### config.mk
export PLATFORM = sky130hd
export DESIGN_NAME = router_out_drain_flat
export DESIGN_NICKNAME = d
export VERILOG_FILES = /design/src/rtl/router_out_drain_if.sv /design/src/rtl/router_out_drain.sv /design/src/flat_wrapper.sv
export SDC_FILE = /design/constraint.sdc
export NUM_CORES = 1
export LEC_CHECK = 0
export CORE_AREA = 5 5 76 78
export DETAILED_ROUTE_END_ITERATION = 10
export DIE_AREA = 0 0 81 83
export PLACE_DENSITY = 0.76
export SYNTH_ARGS = -nofsm -noshare
export SYNTH_HDL_FRONTEND = slang
export SYNTH_SLANG_ARGS = --single-unit
export TNS_END_PERCENT = 1
### constraint.sdc
create_clock -name clk -period 2.32 [get_ports clk]
set_input_delay 0.464 -clock clk [delete_from_list [all_inputs] [get_ports clk]]
set_output_delay 0.464 -clock clk [all_outputs]
set_load 0.01 [all_outputs]
### src/rtl/router_out_drain_if.sv
// Bus between the router output FIFO, the drain logic and the destination port.
// The drain block itself is the master: it drives the read strobe, the flush
// pulse and the outgoing byte stream; FIFO flags and dout_ready come back in.
interface router_out_drain_if;
  logic       fifo_empty;
  logic [8:0] fifo_data_out;
  logic       fifo_read_enb;
  logic       soft_reset;
  logic [7:0] dout;
  logic       dout_valid;
  logic       dout_ready;
  logic       dout_first;
  logic       dout_last;
  logic [1:0] pkt_addr;
  logic       frame_err;
  logic       parity_err;

  modport master (
    input  fifo_empty, fifo_data_out, dout_ready,
    output fifo_read_enb, soft_reset, dout, dout_valid, dout_first,
           dout_last, pkt_addr, frame_err, parity_err
  );

  modport slave (
    output fifo_empty, fifo_data_out, dout_ready,
    input  fifo_read_enb, soft_reset, dout, dout_valid, dout_first,
           dout_last, pkt_addr, frame_err, parity_err
  );
endinterface

### src/rtl/router_out_drain.sv
// Reader side of a router output FIFO: pulls one 9-bit entry at a time,
// checks header/payload/parity framing, and hands bytes to the destination
// over valid/ready. A destination that stalls for TIMEOUT cycles gets the
// packet abandoned and the FIFO flushed through soft_reset.
module router_out_drain #(
  parameter int unsigned TIMEOUT   = 30,   // 1..255 stalled cycles
  parameter bit          PAR_CHECK = 1'b1
) (
  input logic              clk,
  input logic              reset,
  router_out_drain_if.master bus
);

  typedef enum logic [1:0] {IDLE, READ, CAPT, SEND} state_e;
  // What the next captured FIFO entry must be.
  typedef enum logic [1:0] {EXP_HDR, EXP_PAY, EXP_PAR} expect_e;

  localparam logic [7:0] TMO_LAST = 8'(TIMEOUT - 1);

  state_e     state_q;
  expect_e    exp_q;
  logic [5:0] rem_q;
  logic [7:0] acc_q;
  logic [7:0] tmo_q;
  logic [7:0] dout_q;
  logic       valid_q;
  logic       first_q;
  logic       last_q;
  logic [1:0] addr_q;
  logic       frame_err_q;
  logic       parity_err_q;

  logic       hdr_bit;
  logic [7:0] byte_in;
  logic       capt_ok;
  logic       stall;
  logic       tmo_hit;

  // Classify the entry on the FIFO read port: a header marker is only legal
  // when a header is expected, and illegal everywhere else.
  assign hdr_bit = bus.fifo_data_out[8];
  assign byte_in = bus.fifo_data_out[7:0];
  assign capt_ok = ((exp_q == EXP_HDR) == hdr_bit);

  assign stall   = (state_q == SEND) && !bus.dout_ready;
  assign tmo_hit = stall && (tmo_q == TMO_LAST);

  // NOTE: the read strobe and the flush pulse are decoded from state plus the
  // live fifo_empty / dout_ready inputs rather than registered: the strobe
  // must never fire on an empty FIFO, and a late dout_ready on the final
  // stalled cycle must still cancel the flush in that same cycle.
  assign bus.fifo_read_enb = !reset && (state_q == READ) && !bus.fifo_empty;
  assign bus.soft_reset    = !reset && tmo_hit;

  assign bus.dout       = dout_q;
  assign bus.dout_valid = valid_q;
  assign bus.dout_first = first_q;
  assign bus.dout_last  = last_q;
  assign bus.pkt_addr   = addr_q;
  assign bus.frame_err  = frame_err_q;
  assign bus.parity_err = parity_err_q;

  // Main FSM: fetch, capture/classify, present, with registered outputs.
  // NOTE: every register here, including the datapath, is cleared by reset so
  // a packet interrupted mid-flight leaves no stale length or parity behind;
  // all state updates are non-blocking so the case arms read pre-edge values.
  always_ff @(posedge clk) begin
    if (reset) begin
      state_q      <= IDLE;
      exp_q        <= EXP_HDR;
      rem_q        <= '0;
      acc_q        <= '0;
      tmo_q        <= '0;
      dout_q       <= '0;
      valid_q      <= 1'b0;
      first_q      <= 1'b0;
      last_q       <= 1'b0;
      addr_q       <= '0;
      frame_err_q  <= 1'b0;
      parity_err_q <= 1'b0;
    end else begin
      frame_err_q  <= 1'b0;
      parity_err_q <= 1'b0;
      unique case (state_q)
        IDLE: begin
          if (!bus.fifo_empty) state_q <= READ;
        end
        READ: begin
          // An underrun mid-packet simply waits here; no timeout applies.
          if (!bus.fifo_empty) state_q <= CAPT;
        end
        CAPT: begin
          if (!capt_ok) begin
            // Bad framing: drop the entry and resynchronise on a new header.
            frame_err_q <= 1'b1;
            exp_q       <= EXP_HDR;
            state_q     <= IDLE;
          end else begin
            dout_q  <= byte_in;
            valid_q <= 1'b1;
            first_q <= 1'b0;
            last_q  <= 1'b0;
            state_q <= SEND;
            unique case (exp_q)
              EXP_HDR: begin
                first_q <= 1'b1;
                rem_q   <= byte_in[7:2];
                addr_q  <= byte_in[1:0];
                acc_q   <= byte_in;
                exp_q   <= (byte_in[7:2] == 6'd0) ? EXP_PAR : EXP_PAY;
              end
              EXP_PAY: begin
                acc_q <= acc_q ^ byte_in;
                rem_q <= rem_q - 6'd1;
                exp_q <= (rem_q == 6'd1) ? EXP_PAR : EXP_PAY;
              end
              default: begin
                last_q       <= 1'b1;
                parity_err_q <= PAR_CHECK && (byte_in != acc_q);
                exp_q        <= EXP_HDR;
              end
            endcase
          end
        end
        SEND: begin
          if (bus.dout_ready) begin
            valid_q <= 1'b0;
            first_q <= 1'b0;
            last_q  <= 1'b0;
            tmo_q   <= '0;
            state_q <= last_q ? IDLE : READ;
          end else if (tmo_hit) begin
            // Destination gone: abandon the packet, the FIFO is flushed.
            valid_q <= 1'b0;
            first_q <= 1'b0;
            last_q  <= 1'b0;
            tmo_q   <= '0;
            rem_q   <= '0;
            acc_q   <= '0;
            exp_q   <= EXP_HDR;
            state_q <= IDLE;
          end else begin
            tmo_q <= tmo_q + 8'd1;
          end
        end
        default: state_q <= IDLE;
      endcase
    end
  end

endmodule

### src/flat_wrapper.sv
// flat-port wrapper written by rule: the top's interface ports become plain ports
module router_out_drain_flat 
#(
  parameter int unsigned TIMEOUT   = 30,                           
  parameter bit          PAR_CHECK = 1'b1
)
  (clk, reset, bus_fifo_empty, bus_fifo_data_out, bus_dout_ready, bus_fifo_read_enb, bus_soft_reset, bus_dout, bus_dout_valid, bus_dout_first, bus_dout_last, bus_pkt_addr, bus_frame_err, bus_parity_err);
  router_out_drain_if bus_i ();
  input logic clk;
  input logic reset;
  input wire logic [$bits(bus_i.fifo_empty)-1:0] bus_fifo_empty;
  input wire logic [$bits(bus_i.fifo_data_out)-1:0] bus_fifo_data_out;
  input wire logic [$bits(bus_i.dout_ready)-1:0] bus_dout_ready;
  output wire logic [$bits(bus_i.fifo_read_enb)-1:0] bus_fifo_read_enb;
  output wire logic [$bits(bus_i.soft_reset)-1:0] bus_soft_reset;
  output wire logic [$bits(bus_i.dout)-1:0] bus_dout;
  output wire logic [$bits(bus_i.dout_valid)-1:0] bus_dout_valid;
  output wire logic [$bits(bus_i.dout_first)-1:0] bus_dout_first;
  output wire logic [$bits(bus_i.dout_last)-1:0] bus_dout_last;
  output wire logic [$bits(bus_i.pkt_addr)-1:0] bus_pkt_addr;
  output wire logic [$bits(bus_i.frame_err)-1:0] bus_frame_err;
  output wire logic [$bits(bus_i.parity_err)-1:0] bus_parity_err;
  assign bus_i.fifo_empty = bus_fifo_empty;
  assign bus_i.fifo_data_out = bus_fifo_data_out;
  assign bus_i.dout_ready = bus_dout_ready;
  assign bus_fifo_read_enb = bus_i.fifo_read_enb;
  assign bus_soft_reset = bus_i.soft_reset;
  assign bus_dout = bus_i.dout;
  assign bus_dout_valid = bus_i.dout_valid;
  assign bus_dout_first = bus_i.dout_first;
  assign bus_dout_last = bus_i.dout_last;
  assign bus_pkt_addr = bus_i.pkt_addr;
  assign bus_frame_err = bus_i.frame_err;
  assign bus_parity_err = bus_i.parity_err;
  router_out_drain #(.TIMEOUT(TIMEOUT), .PAR_CHECK(PAR_CHECK)) u_core (.clk(clk), .reset(reset), .bus(bus_i));
endmodule
Yosys cells after proc, flatten, opt, wreduce, memory -nomap -nowiden. Cells that the tools add are included.

Flip-flop bits (word level): 41. Output and inout port bits: 17.

Add/sub/neg operators: 2. Equal/unequal tests: 15. Muxes and demuxes: 36. Bitwise operators: 3. Reductions and logical operators: 21.

Operators by type and width (count): $mux 8 (5); $pmux 8 s2 (2); $pmux 6 s2 (2); $mux 2 (9); $mux 6 (3); $reduce_and 3->1 (4); $mux 1 (9); $add 8x1->8 const B (1); $eq 8x5->1 const B (1); $ne 8x8->1 (1); $pmux 2 s2 (2); $pmux 2 s4 (1); $xor 8x8->8 (1); $eq 6x1->1 const B (1); $logic_not 6->1 (1); $ne 2x2->1 const B (3); $pmux 1 s2 (3); $sub 6x1->6 const B (1); $logic_and 1x1->1 (5); $reduce_and 5->1 (1); $reduce_or 5->1 (1); $eq 2x1->1 const B (2); $eq 2x2->1 const B (2); $logic_not 2->1 (2); other kinds (9) (14).

Logic depth before layout (Yosys ltp). Gate-level depths: netlist (run 1).

Word-level depth: 6. Gate-level depth with buffers: 7. Depth with buffers taken out: 6.

Worst setup path before layout (run 1). No wires, ideal clock.

Kind: register -> output. Start: register u_core.tmo_q[0]. End: output bus_soft_reset. Data arrival time: 1.484 ns. Setup slack: 0.372 ns. Cell stages (with the launch flop): 6. Buffers on the path: 1. Cell sequence: dfxtp_1 ha_1 nor4b_4 nand4_1 clkbuf_1 nor2_1.

Word-level cells in the longest chain between the ends: 3.

RTL lines: start: declaration (line router_out_drain.sv:24) `logic [7:0] tmo_q;`; start signal: assignment (line router_out_drain.sv:143) `tmo_q <= tmo_q + 8'd1;`; $eq 8x5->1 (line router_out_drain.sv:46) `assign tmo_hit = stall && (tmo_q == TMO_LAST);`; $logic_and 1x1->1 (line router_out_drain.sv:46); $logic_and 1x1->1 (line router_out_drain.sv:53) `assign bus.soft_reset = !reset && tmo_hit;`; end: declaration (line flat_wrapper.sv:15) `output wire logic [$bits(bus_i.soft_reset)-1:0] bus_soft_reset;`.

Every way passes these cells.

Final worst setup path (run 1).
Start: register u_core.tmo_q[1]. End: output bus_soft_reset.

Same word-level chain as after synthesis.

==> results of run 1 <==
[area by class of cell]
type                       count  area [sq um]  area share, %
clock buffer                   8          80.1           2.92
sequential                    41           821           29.9
tap                           70          87.6           3.19
timing repair buffer          49           442           16.1
multi-input combinational    189          1280           46.5
inverter                      10          37.5           1.37
[per-stage QoR]
step	area, sq um	hold WS, ns	utilization (%)
detailed placement	2660	0.444	53.1
global placement	2660	0.439	53.1
CTS	2740	0.463	54.7
floorplan	2210	0.433	-
global route	2750	0.482	54.8
finish	2750	0.459	54.8
[worst reg2reg max path: stages (launching register included)]
cell	delay [ns]
dfxtp_1	0.42
inv_1	0.06
ha_1	0.18
nor4b_4	0.14
buf_4	0.17
a211oi_4	0.42
a41oi_1	0.18
a311oi_1	0.25
[routing by layer]
metal	wire length (um)	track usage (%)	vias up
met5	0	0	-
met4	45	5.38	0
met3	315	3.90	9
met2	2380	26.1	50
met1	2550	23.0	927
li1	-	-	1009
[logic make-up after synthesis]
family                     share of synthesized area, %
AOI/OAI and AO/OA                                  18.0
xor gates and xnor gates                           6.73
adders and majority gates                          2.26
buffers and inverters                              5.21
DFF                                                37.1
muxes                                              6.39
and+or+nand+nor                                    24.3
[state kept, by name, summed over array words and instances, names as in the netlist]
name and count:
u_core.acc_q 8, u_core.bus.dout 8, u_core.tmo_q 8, u_core.rem_q 6, u_core.bus.pkt_addr 2, u_core.exp_q 2
u_core.state_q 2, u_core.bus.dout_first 1, u_core.bus.dout_last 1, u_core.bus.dout_valid 1, u_core.bus.frame_err 1, u_core.bus.parity_err 1
[worst max-delay path by stage]
| stage | depth (start not counted) | endpoint |
|---|---|---|
| final | 6 | bus_soft_reset |
| after global routing | 6 | bus_soft_reset |
| after CTS | 4 | bus_fifo_read_enb |
| after detailed placement | 5 | bus_soft_reset |
| after global placement | 5 | bus_soft_reset |
| after floorplan | 5 | bus_soft_reset |
[cell usage in the layout (no fill, tap or decap), drive strengths merged, types with 5 or more instances in the layout]
cell type / instances
dfxtp: 41
clkdlybuf4s50: 27
nor2: 22
nand2: 21
buf: 20
nand3: 16
mux2i: 13
a21oi: 13
inv: 10
xor2: 9
xnor2: 8
clkbuf: 8
or3: 7
nand4: 6
nand3b: 6
nor3: 6
a31oi: 5
[power by group]
group          total, uW  switching, uW  leakage, uW  internal [uW]
combinational        185           93.6     0.000696           91.4
sequential           732           14.2     0.000331            718
clock                462            248    0.0000395            214
[repair_timing]
| action | in CTS | in global routing |
|---|---|---|
| resized for setup | 2 | 1 |
| setup endpoints to repair | 1 | 1 |
| endpoints found under the hold margin | 0 | 0 |
==> results.ini, run 1 <==
[run_status]
status = finished clean

[min_path]
hold_end = u_core.bus.dout_valid$_SDFFE_PP0P_
min_path_type = register to register
hold_path_depth = 1
holdCritStartpoint = u_core.bus.dout_valid$_SDFFE_PP0P_

[layout]
fin_cells = 367
syn_to_final_growth_pct = 24.2
fill_cells = 477
final_nets = 313
layout-drive-gt1-share_pct = 12.1
n_antenna_cell = 0

[setup_path]
worstPathArrival_ns = 1.74
startpoint = u_core.tmo_q[1]$_SDFFE_PP0N_
endpoint_kind = primary output
criticalPathCategory = register to primary output
ff2ff_path_depth = 7
reg2reg_to = u_core.tmo_q[7]$_SDFFE_PP0N_
crit_fanout = 6
startpoint_type = register
r2r_slack_ns = 0.42
crit_family = simple AND/OR/NAND/NOR gates
crit_buf_inv = 2
worst_path_largest_cell_delay_ns = 0.36
required_ns = 1.86
cp_cell_sequence = inv_1 > ha_1 > nor4b_4 > nand4_1 > nor2_2 > dlygate4sd2_1
cp_slowest_cell = dfxtp_1
reg2reg_from = u_core.tmo_q[1]$_SDFFE_PP0N_

[synthesis]
yosysSeqAreaShare_pct = 37.1
ys_seq_elements = 41
syn_avg_cell_area_sq_um = 8.64
syn_nets = 273
synth_top_cell_by_area = dfxtp_1
synth_commonest_cells = 41 x dfxtp_1, 21 x nand2_1, 21 x nor2_1
synth_ff_type = dfxtp_1
synth_edf_count = 0
netlist.area_leader.share_pct = 37.1
yosys-top-cells-area = dfxtp_1 37%, mux2i_1 5.9%, nand3_1 3.6%
synth_cells = 256
yosysWarnings = 0
ys_types = 50
syn_area_sq_mm = 0.00221
yosysMostFrequentCell = dfxtp_1
async_reset_ff_share_pct = 0

[sta]
period_share_pct = 94.9
timing.setup.tns_ns = 0
finalSetupViolations = 0
finalMaxSlewViolations = 0
slew_headroom_pct = 68.6
layout_min_cycle_time_ns = 2.20
rsz0062_at_grt = false
worstMarginPinSlew_ns = 0.470
fmax_mhz = 454
setup_ws_ns = 0.119
skew_ns = 0.00737
hold_viol = 0

[route]
drt_first_pass_iters = 4
drtAntennaViolNets = 0
postRouteWirelength_um = 5290
vias = 1995
wl_per_cell_um = 14.4
drt_iter0_drc = 147
drc = 0
viasPerCell = 5.44

[clock_network]
cts_setup_buffers = 0
clk_pin_slew_ns = 0.08
cts_sinks = 41
cts_max_path_buffers = 2
cts-root-buf = clkbuf_8
cts_tree = yes
insertion_delay_ns = 0.30
htree_levels = 2
cts_hold_buf = 0
cts_buffers = 5

[floorplan]
ioPinCount = 30
row_count = 26
core_sq_mm = 0.00501
initial_core_util_pct = 44.1
die_area_sq_mm = 0.00672
die_y_um = 83
fp.dieW_um = 81

[run]
drv_cap = 0

[global_routing]
grt_pass1_wl_um = 9200
overflow = 0
track_usage_pct = 16.9
grt_pass1_vias = 1965
grt_max_degree = 35
antenna_found_initial = 0

[power]
power_density_mw_per_mm2 = 502
ir_drop_v = 0.000337
leakagePower_uw = 0.00107
power_uw = 1380

[placement]
gp_congestion = 0.824
dpl_worst_slack_ns = 0.0383
place_hpwl_um = 3820
io_buffers = 29
dp_cells = 359

No activity file was read; power rests on OpenSTA's default activity.
==> inputs of run 2 (changes only) <==
--- a/config.mk
+++ b/config.mk
@@ -5,10 +5,11 @@
 export SDC_FILE = /design/constraint.sdc
 export NUM_CORES = 1
 export LEC_CHECK = 0
-export CORE_AREA = 5 5 76 78
+export CORE_AREA = 5 5 70 72
 export DETAILED_ROUTE_END_ITERATION = 10
-export DIE_AREA = 0 0 81 83
-export PLACE_DENSITY = 0.76
+export DIE_AREA = 0 0 75 77
+export GPL_ROUTABILITY_DRIVEN = 1
+export PLACE_DENSITY = 0.87
 export SYNTH_ARGS = -nofsm -noshare
 export SYNTH_HDL_FRONTEND = slang
 export SYNTH_SLANG_ARGS = --single-unit
==> results.ini, run 2 (synthesis results as in run 1) <==
[sta]
finalSetupViolations = 0  ; unchanged
layout_min_cycle_time_ns = 2.21  ; +0.00865 ns
skew_ns = 0.00514  ; -0.00224 ns
slew_headroom_pct = 69.6  ; +0.99 points
finalMaxSlewViolations = 0  ; unchanged
hold_viol = 0  ; unchanged
period_share_pct = 95.2  ; +0.37 points
rsz0062_at_grt = false
timing.setup.tns_ns = 0  ; unchanged
fmax_mhz = 453  ; -0.39%
worstMarginPinSlew_ns = 0.452  ; -0.0183 ns
setup_ws_ns = 0.110  ; -0.00865 ns

[global_routing]
grt_pass1_wl_um = 9250  ; +0.46%
track_usage_pct = 20.3  ; +3.4 points
antenna_found_initial = 0  ; unchanged
grt_max_degree = 33  ; -5.7%
overflow = 0  ; unchanged
grt_pass1_vias = 2010  ; +2.3%

[setup_path]
endpoint_kind = primary output
criticalPathCategory = register to primary output
worstPathArrival_ns = 1.75  ; about the same
startpoint_type = register
crit_fanout = 6  ; unchanged
required_ns = 1.86  ; about the same

[clock_network]
clk_pin_slew_ns = 0.08  ; about the same
cts-root-buf = clkbuf_8
cts_buffers = 5  ; unchanged
cts_hold_buf = 0  ; unchanged
insertion_delay_ns = 0.30  ; about the same
cts_sinks = 41  ; unchanged
htree_levels = 2  ; unchanged
cts_max_path_buffers = 2  ; unchanged
cts_tree = yes

[floorplan]
die_y_um = 77  ; -7.2%
fp.dieW_um = 75  ; -7.4%
core_sq_mm = 0.00423  ; -15%
die_area_sq_mm = 0.00578  ; -14%
ioPinCount = 30  ; unchanged
initial_core_util_pct = 52.2  ; +8.1 points
row_count = 24  ; -7.7%

[layout]
fin_area_sq_mm = 0.00277  ; +0.77%
layout_common_cells = 41 x dfxtp_1, 27 x clkdlybuf4s50_1, 23 x buf_4
seqCellArea_sq_um = 821  ; unchanged
multi_input_area_sq_mm = 0.00128  ; unchanged
syn_to_final_growth_pct = 25.1
layout-drive-gt1-share_pct = 14.0  ; +1.9 points
n_antenna_cell = 0  ; unchanged
final_nets = 316  ; +0.96%
fill_cells = 360  ; -25%
layout_commonest_cell = dfxtp_1

[route]
wl_per_cell_um = 15.4  ; +6.8%
drt_first_pass_iters = 4  ; unchanged
drt_iter0_drc = 229  ; +56%
viasPerCell = 5.91  ; +8.8%
drtAntennaViolNets = 0  ; unchanged
postRouteWirelength_um = 5420  ; +2.5%
vias = 2082  ; +4.4%
drc = 0  ; unchanged

[run_status]
status = finished clean

[min_path]
min_path_type = register to register

[run]
drv_cap = 0  ; unchanged

[placement]
place_hpwl_um = 3810  ; -0.39%
dpl_cell_area_sq_mm = 0.00265  ; -0.28%
gp_congestion = 0.758  ; -8.0%
dpl_worst_slack_ns = 0.00880  ; -0.0295 ns
io_buffers = 29  ; unchanged

[power]
power_density_mw_per_mm2 = 521  ; +3.7%
ir_drop_v = 0.000272  ; -19%
leakagePower_uw = 0.00110  ; +2.7%

## run 2: cell count changes in the layout (fill, tap and decap cells not counted)
| cell | delta |
|---|---|
| clkbuf_8 | +2 |
| clkbuf_1 | -3 |
| clkinv_2 | +1 |
| buf_4 | +3 |
## run 2: worst max-delay path, stage by stage, from the launching register on
cell and delay [ns]:
dfxtp_1 0.36, inv_1 0.07, ha_1 0.16, nor4b_4 0.23
nand4_1 0.17, nor2_2 0.17, dlygate4sd2_1 0.29
## run 2: metal layers
layer  GRT usage (%)  part of all wire [%]
met2            30.9                    46
met4            7.47                   1.8
met1            27.3                    46
met3            5.10                   6.0
met5               0                     0
## run 2: report_power, final
part,internal [uW],switching [uW]
Clock,269,253
Combinational,92.4,96.1
Sequential,718,12.9
Total,1080,362
## run 2: final timing paths
path | start | end | slack [ns] | depth (start not counted)
hold reg to reg | u_core.bus.dout_valid$_SDFFE_PP0P_ | u_core.bus.dout_valid$_SDFFE_PP0P_ | 0.46 | 1
hold / removal | u_core.bus.dout_valid$_SDFFE_PP0P_ | u_core.bus.dout_valid$_SDFFE_PP0P_ | 0.46 | 1
setup reg to reg | u_core.tmo_q[1]$_SDFFE_PP0N_ | u_core.tmo_q[6]$_SDFFE_PP0N_ | 0.33 | 7
setup / recovery | u_core.tmo_q[1]$_SDFFE_PP0N_ | bus_soft_reset | 0.11 | 6
## run 2: area by class of cell
class                   count  area share (%)
clock buffers               7            3.48
clock inverters             1           0.181
inverters                  10            1.36
multi-input cells         189            46.2
flip-flops and latches     41            29.7
well taps                  52            2.35
repair buffers             52            16.8
## run 2: stage by stage
stage / std cells / hold slack [ns] / total power [uW] / utilization (%)
after CTS: 352 / 0.470 / 1450 / 65.3
after floorplan: 256 / 0.433 / 850 / -
final: 352 / 0.462 / 1440 / 65.3
after detailed placement: 343 / 0.452 / 933 / 62.7
after global routing: 352 / 0.505 / 1510 / 65.3
after global placement: 343 / 0.434 / 929 / 62.7
## run 2: what timing repair did
item | in CTS | in global routing
setup endpoints to repair | 1 | 1
gates resized for setup | 2 | 1
pin swaps | 1 | 0
setup buffers | 1 | 0
gates cloned | 0 | 0
